==> config.mk <==
export PLATFORM = sky130hd
export DESIGN_NAME = interrupt_controller
export DESIGN_NICKNAME = d
export VERILOG_FILES = /design/src/rtl/leg_intc_pkg.sv /design/src/rtl/flopr.sv /design/src/rtl/prio_encoder.sv /design/src/rtl/interrupt_controller.sv
export SDC_FILE = /design/constraint.sdc
export NUM_CORES = 1
export LEC_CHECK = 0
export BUFFER_PORTS_ARGS = -buffer_cell sky130_fd_sc_hd__buf_2
export CAP_MARGIN = 15
export CORE_AREA = 2 2 85 87
export CTS_BUF_LIST = sky130_fd_sc_hd__clkbuf_16
export CTS_CLUSTER_SIZE = 10
export DETAILED_ROUTE_END_ITERATION = 10
export DIE_AREA = 0 0 87 89
export GPL_ROUTABILITY_DRIVEN = 0
export PLACE_DENSITY = 0.85
export SLEW_MARGIN = 30
export SYNTH_ARGS = -nofsm -noshare
export SYNTH_HDL_FRONTEND = slang
export SYNTH_SLANG_ARGS = --single-unit
==> constraint.sdc <==
create_clock -name clk -period 1.8 [get_ports clk]
set_clock_uncertainty 0.05 [all_clocks]
set_input_delay 0.18 -clock clk [delete_from_list [all_inputs] [get_ports clk]]
set_output_delay 0.18 -clock clk [all_outputs]
set_load 0.02 [all_outputs]
==> src/rtl/leg_intc_pkg.sv <==
// Shared definitions for the interrupt controller: register map, ID register layout
// and a helper that assembles an ID word.
package leg_intc_pkg;

  typedef enum logic [2:0] {
    REG_RAW    = 3'd0,
    REG_ENABLE = 3'd1,
    REG_FIQSEL = 3'd2,
    REG_EDGE   = 3'd3,
    REG_PEND   = 3'd4,
    REG_IRQID  = 3'd5,
    REG_FIQID  = 3'd6,
    REG_RSVD   = 3'd7
  } reg_addr_e;

  localparam int IDVALID_BIT = 31;
  localparam int ID_IDX_W    = 4;
  localparam int MAX_NSRC    = 16;

  // An ID word with no valid source is all zeros, index included.
  function automatic logic [31:0] make_id(input logic valid, input logic [ID_IDX_W-1:0] idx);
    logic [31:0] id;
    id = '0;
    if (valid) begin
      id[IDVALID_BIT]    = 1'b1;
      id[ID_IDX_W-1:0]   = idx;
    end
    return id;
  endfunction

endpackage

==> src/rtl/flopr.sv <==
// Resettable D flip-flop bank, asynchronous active-high reset to zero.
module flopr #(
  parameter int WIDTH = 8
) (
  input  logic             clk,
  input  logic             reset,
  input  logic [WIDTH-1:0] d,
  output logic [WIDTH-1:0] q
);

  always_ff @(posedge clk or posedge reset) begin
    if (reset) q <= '0;
    else       q <= d;
  end

endmodule

==> src/rtl/prio_encoder.sv <==
// Lowest-index-wins priority encoder; o_idx is 0 when no request is present.
module prio_encoder #(
  parameter int WIDTH = 8,
  parameter int IDX_W = 4
) (
  input  logic [WIDTH-1:0] i_req,
  output logic             o_valid,
  output logic [IDX_W-1:0] o_idx
);

  always_comb begin
    o_valid = |i_req;
    o_idx   = '0;
    // Scanning downward lets the lowest set bit be the last assignment.
    for (int i = WIDTH - 1; i >= 0; i--) begin
      if (i_req[i]) o_idx = IDX_W'(i);
    end
  end

endmodule

==> src/rtl/interrupt_controller.sv <==
// Interrupt controller: synchronizes raw source lines, latches edge/level pending bits,
// and routes enabled sources to registered IRQ/FIQ requests with acknowledge-time ID capture.
module interrupt_controller
  import leg_intc_pkg::*;
#(
  parameter int NSRC = 8
) (
  input  logic            clk,
  input  logic            reset,
  input  logic [NSRC-1:0] IntSrc,
  input  logic            RegWE,
  input  logic [2:0]      RegAddr,
  input  logic [31:0]     RegWData,
  output logic [31:0]     RegRData,
  input  logic            IRQAssert,
  input  logic            FIQAssert,
  output logic            IRQ,
  output logic            FIQ
);

  logic [NSRC-1:0] w_sync1;
  logic [NSRC-1:0] w_sync2;
  logic [NSRC-1:0] w_prev;
  logic [NSRC-1:0] w_rise;
  logic [NSRC-1:0] w_wdata;
  logic [NSRC-1:0] w_pend_next;
  logic [NSRC-1:0] w_irq_src;
  logic [NSRC-1:0] w_fiq_src;
  logic            w_wr_enable;
  logic            w_wr_fiqsel;
  logic            w_wr_edge;
  logic            w_wr_pend;
  logic            w_irq_valid;
  logic            w_fiq_valid;
  logic [ID_IDX_W-1:0] w_irq_idx;
  logic [ID_IDX_W-1:0] w_fiq_idx;
  logic            w_unused_wdata;

  logic [NSRC-1:0] r_enable;
  logic [NSRC-1:0] r_fiqsel;
  logic [NSRC-1:0] r_edge;
  logic [NSRC-1:0] r_pend;
  logic [31:0]     r_irqid;
  logic [31:0]     r_fiqid;
  logic            r_irq;
  logic            r_fiq;

  // Two-flop synchronizer plus a history flop for rising-edge detection.
  flopr #(.WIDTH(NSRC)) u_sync1 (.clk(clk), .reset(reset), .d(IntSrc),  .q(w_sync1));
  flopr #(.WIDTH(NSRC)) u_sync2 (.clk(clk), .reset(reset), .d(w_sync1), .q(w_sync2));
  flopr #(.WIDTH(NSRC)) u_prev  (.clk(clk), .reset(reset), .d(w_sync2), .q(w_prev));

  assign w_rise         = w_sync2 & ~w_prev;
  assign w_wdata        = RegWData[NSRC-1:0];
  assign w_unused_wdata = &{1'b0, RegWData[31:NSRC]};

  assign w_wr_enable = RegWE && (RegAddr == REG_ENABLE);
  assign w_wr_fiqsel = RegWE && (RegAddr == REG_FIQSEL);
  assign w_wr_edge   = RegWE && (RegAddr == REG_EDGE);
  assign w_wr_pend   = RegWE && (RegAddr == REG_PEND);

  // Level bits mirror the synchronized line (a switch to edge mode clears them);
  // edge bits are sticky, and a fresh edge beats a simultaneous write-1-to-clear.
  for (genvar gi = 0; gi < NSRC; gi++) begin : g_pend
    assign w_pend_next[gi] = !r_edge[gi]
                           ? ((w_wr_edge && w_wdata[gi]) ? 1'b0 : w_sync2[gi])
                           : (w_rise[gi] ? 1'b1
                              : ((w_wr_pend && w_wdata[gi]) ? 1'b0 : r_pend[gi]));
  end

  assign w_irq_src = r_pend & r_enable & ~r_fiqsel;
  assign w_fiq_src = r_pend & r_enable &  r_fiqsel;

  prio_encoder #(.WIDTH(NSRC), .IDX_W(ID_IDX_W)) u_irq_prio (
    .i_req   (w_irq_src),
    .o_valid (w_irq_valid),
    .o_idx   (w_irq_idx)
  );

  prio_encoder #(.WIDTH(NSRC), .IDX_W(ID_IDX_W)) u_fiq_prio (
    .i_req   (w_fiq_src),
    .o_valid (w_fiq_valid),
    .o_idx   (w_fiq_idx)
  );

  always_ff @(posedge clk or posedge reset) begin
    if (reset) begin
      r_enable <= '0;
      r_fiqsel <= '0;
      r_edge   <= '0;
      r_pend   <= '0;
      r_irqid  <= '0;
      r_fiqid  <= '0;
      r_irq    <= 1'b0;
      r_fiq    <= 1'b0;
    end else begin
      if (w_wr_enable) r_enable <= w_wdata;
      if (w_wr_fiqsel) r_fiqsel <= w_wdata;
      if (w_wr_edge)   r_edge   <= w_wdata;
      r_pend <= w_pend_next;
      r_irq  <= |w_irq_src;
      r_fiq  <= |w_fiq_src;
      if (IRQAssert) r_irqid <= make_id(w_irq_valid, w_irq_idx);
      if (FIQAssert) r_fiqid <= make_id(w_fiq_valid, w_fiq_idx);
    end
  end

  always_comb begin
    RegRData = '0;
    case (RegAddr)
      REG_RAW:    RegRData = 32'(w_sync2);
      REG_ENABLE: RegRData = 32'(r_enable);
      REG_FIQSEL: RegRData = 32'(r_fiqsel);
      REG_EDGE:   RegRData = 32'(r_edge);
      REG_PEND:   RegRData = 32'(r_pend);
      REG_IRQID:  RegRData = r_irqid;
      REG_FIQID:  RegRData = r_fiqid;
      default:    RegRData = '0;
    endcase
  end

  assign IRQ = r_irq;
  assign FIQ = r_fiq;

endmodule

Yosys cells after proc, flatten, opt, wreduce, memory -nomap -nowiden. Index checks and enable logic that the tools add are counted.

Bitwise operators: 6. Order comparisons: 0. Reduce and logical (&&, ||, !) cells: 23. Equal/unequal tests: 14. $mul: 0. Shift-type cells: 0. Div/mod/pow operators: 0. Multiplexer cells: 53. Add/subtract/negate cells: 0.

Operators with widths (count): $pmux W32 S7 (1); $mux W3 (16); $mux W1 (34); $and A8 B8 Y8 (4); $ne A3 B2 Y1 const B (8); $logic_and A1 B1 Y1 (20); $not A8 Y8 (2); $reduce_or A8 Y1 (2); $eq A3 B3 Y1 const B (3); $mux W4 (2); $eq A3 B2 Y1 const B (2); $eq A3 B1 Y1 const B (1); $logic_not A3 Y1 (1).

Bits in writable memories: 0. Bits of input ports: 48. Word-level logic and storage cells: 114. Register bits: 68. Bits in latches: 0. Memories: 0. Output and inout bits: 34. Bits in read-only memories: 0.

Logic depth before layout (Yosys ltp).
Depth in word-level cells: 11. Gate-level depth with buffers: 6. Depth with buffers taken out: 4.

By module. From an unflattened synthesis, not the netlist that was laid out.

Cells, all modules: 305. Area total of the unflattened synthesis: 3417.0 um^2.

By module, submodules not included: interrupt_controller (times used 1, cells each 248, sequential area each 1101.1 um^2, area each 2620.0 um^2); flopr (times used 3, cells each 9, sequential area each 200.2 um^2, area each 203.9 um^2); prio_encoder (times used 2, cells each 15, sequential area each 0.0 um^2, area each 92.6 um^2).

Worst setup path after synthesis. OpenSTA, ideal clock, no wires.

Path kind: input port to output port. Start point: in RegAddr[2]. End point: out RegRData[7]. Path slack: 384 ps. Data arrival time: 1186 ps. Required time: 1570 ps. Stages on the path: 5. Buffers on the path: 2. Cells stage by stage: buf_2 buf_2 mux2_2 a32oi_1 o21ai_1.

Word-level cells in the longest chain between the ends: 2. Elaborated cells on any way between the ends: 8. Those cells by class: eq/ne (6); mux (1); reduce/logical (1).

Ends and longest elaborated chain: start, declared (line interrupt_controller.sv:12) `input logic [2:0] RegAddr,`; $eq A3 B3 Y1, or another cell as far along (line interrupt_controller.sv:110) `case (RegAddr)`; $pmux W32 S7 (*) (line interrupt_controller.sv:110); end, declared (line interrupt_controller.sv:14) `output logic [31:0] RegRData,`.

Every way passes the cells marked *; elsewhere a longest branch is shown, timed or not.

Final worst setup path.
Start point: reg r_enable[2]. End point: out RegRData[2].

Word-level cells in the longest chain between the ends: 1.

Ends and longest elaborated chain: start, declared (line interrupt_controller.sv:39) `logic [NSRC-1:0] r_enable;`; start signal, assigned (line interrupt_controller.sv:97) `if (w_wr_enable) r_enable <= w_wdata;`; $pmux W32 S7 (line interrupt_controller.sv:110).

No other way between the ends.

==> impl_metrics.ini <==
[logic_synthesis]
synth-edff-count = 0
synth_top_cell_by_area = dfrtp_1
syn_avg_cell_area_sq_um = 10.7
synth-seq-cells = 66
netlist.area_leader.share_pct = 52.2
synthArstFlopShare_pct = 100
synthDistinctLibCells = 44
yosys_warnings = 0
synth_area_leaders = dfrtp_1 (52%), nand2_1 (7.2%), buf_4 (5.7%)
syn_inst = 297
synth_area_sq_um = 3170
synth-main-ff-cell = dfrtp_1
yosysSeqAreaShare_pct = 52.2

[cts]
clkSinkCount = 66
clock_path_buffers = 2
htree_levels = 3
clk_latency_ns = 0.33
clkSlewWorstSetupHoldPaths_ns = 0.05
cts_root_buffer = clkbuf_16
cts_tree = done
cts_buffers = 9

[die]
boundaryPins = 82
die_height_microns = 89
die_x_microns = 87
core_sq_um = 6720
initial_core_util_pct = 47.1
dieArea_sq_um = 7740
rows = 30

[drt]
drc = 0
drt-pass1-iter-count = 4
drt-initial-drc-count = 140
avgViaCountPerCell = 5.38
antenna_left = 0
drt-total-wl_microns = 6850
wire_per_inst_microns = 15.5
vias = 2376

[grt]
grt_overflow_total = 0
grt_pass1_wl_microns = 11600
grt_usage_pct = 20.0
antenna_found_initial = 0
grt_pass1_vias = 2388
grt_max_degree = 67

[sta]
period_share_pct = 98.1
fmax_mhz = 566
finalSetupViolCount = 0
finalWorstSetupSlack_ns = 0.0340
rsz0062_at_grt = true
post-route-min-period_ns = 1.77
fin_setup_tns_ns = 0
hold_violations = 0
maxSlewViolCount = 0

[placement]
place_hpwl_microns = 4870
dp_cells = 413
pre_cts_ws_ns = 0.166
portBuffers = 34

[setup_path]
crit_chain = mux2_4, a221oi_2, o22ai_1, buf_4
critPathBufInv = 1
path_depth = 4
critPathArrivalTime_ns = 1.54
start_kind = register
crit_path_end_kind = primary output
cp_top_family = flip-flops
path_max_fanout = 3
cp-startpoint = r_enable[2]
max_stage_delay_ns = 0.41
r2r_start = r_enable[2]
reg2reg_to = r_irqid[0]
critPathSlowestCell = dfrtp_1
cp.required_ns = 1.57
crit_type = reg -> out
r2r_setup_slack_ns = 0.32
r2r_cells = 5
critPathCapture = RegRData[2]

[layout]
fin_nets = 405
area_growth_pct = 20.2
fin_cells = 442
final_common_cell = dfrtp_1
drive_gt1_share_pct = 23.8
layout_common_cells = dfrtp_1 (66), nand2_1 (61), buf_2 (33), conb_1 (23), nand3_1 (17)
diodes = 0

[pwr]
power_leakage_nw = 1.80
p_per_area_nw_per_um2 = 1160
max-vdd-ir-drop_uv = 650

[hold_path]
hp-class = in -> reg

[flow_run]
cap_violations = 0

[status]
status = finished, final reports clean
==> state kept, by name (all words and copies together), names as in the netlist, 4 cells and up <==
register and count:
r_edge 8, r_enable 8, r_fiqid 4, r_fiqsel 8
r_irqid 4, r_pend 8, u_prev.q 8, u_sync1.q 8
u_sync2.q 8
==> stage by stage <==
stage | util [%] | cell area [sq um] | hold WS (ns) | power [W]
2_1_floorplan | - | 3250 | 0.161 | 0.00261
3_3_place_gp | 50.7 | 3410 | 0.238 | 0.00281
3_5_place_dp | 50.7 | 3410 | 0.239 | 0.00286
4_1_cts | 56.2 | 3780 | 0.0468 | 0.00444
5_1_grt | 56.6 | 3810 | 0.0708 | 0.00468
6_report | 56.6 | 3810 | 0.0529 | 0.00442
==> synth_stat cells (all sizes together) (2+ instances only) <==
cell type / count
nor2: 10
inv: 7
nand3: 17
nor2b: 5
o32ai: 3
o22ai: 3
mux4: 2
nand2: 61
a21oi: 8
mux2: 24
and3b: 5
buf: 32
o211ai: 8
dfrtp: 66
a22oi: 10
and3: 2
mux2i: 2
nand3b: 4
a31oi: 2
o21ai: 8
==> how the worst min path moves through the flow <==
| stage | start | endpoint | slack [ns] | cells past startpoint |
|---|---|---|---|---|
| final | IRQAssert | r_irqid[31] | 0.05 | 2 |
| after global routing | IRQAssert | r_irqid[31] | 0.07 | 2 |
| after CTS | IRQAssert | r_irqid[31] | 0.05 | 2 |
| after detailed placement | IntSrc[5] | u_sync1.q[5] | 0.24 | 1 |
| after global placement | reset | u_sync1.q[3] | 0.24 | 3 |
| after floorplan | IntSrc[0] | u_sync1.q[0] | 0.16 | 0 |
==> cells by family after synthesis <==
logic type      synth area share, %
compound gates                 10.5
simple gates                   17.4
other cells                   0.118
mux                            11.5
buf+inv                        8.30
flops                          52.2
==> layout make-up <==
| cell class | count | area, sq um |
|---|---|---|
| inverter | 7 | 30.0 |
| multi-input combinational | 213 | 1350 |
| tap | 80 | 100 |
| clock buffer | 9 | 225 |
| sequential | 66 | 1650 |
| timing repair buffer | 60 | 415 |
| fill | 568 | 2910 |
| clock inverter | 7 | 38.8 |
==> where the power goes <==
group	internal (W)	switching [W]
combinational	0.000440	0.000488
sequential	0.00174	0.000228
clock	0.000911	0.000612
total	0.00309	0.00133
==> what timing repair did <==
item                                   in CTS  in global routing
gates resized for setup                     3                  0
pin swaps                                   1                  1
endpoints found under the hold margin      74                  0
setup endpoints to repair                   1                  3
hold buffers                                9                  0
setup buffers                               0                  4
==> metal layers <==
metal | share of wire (%) | vias to the layer above | track usage [%]
met4 | 1.8 | 0 | 9.23
met5 | 0 | - | 0
met2 | 49 | 83 | 32.8
li1 | - | 1127 | -
met1 | 44 | 1152 | 24.7
met3 | 5.0 | 14 | 5.54
Power figures use the tool's default switching activity.
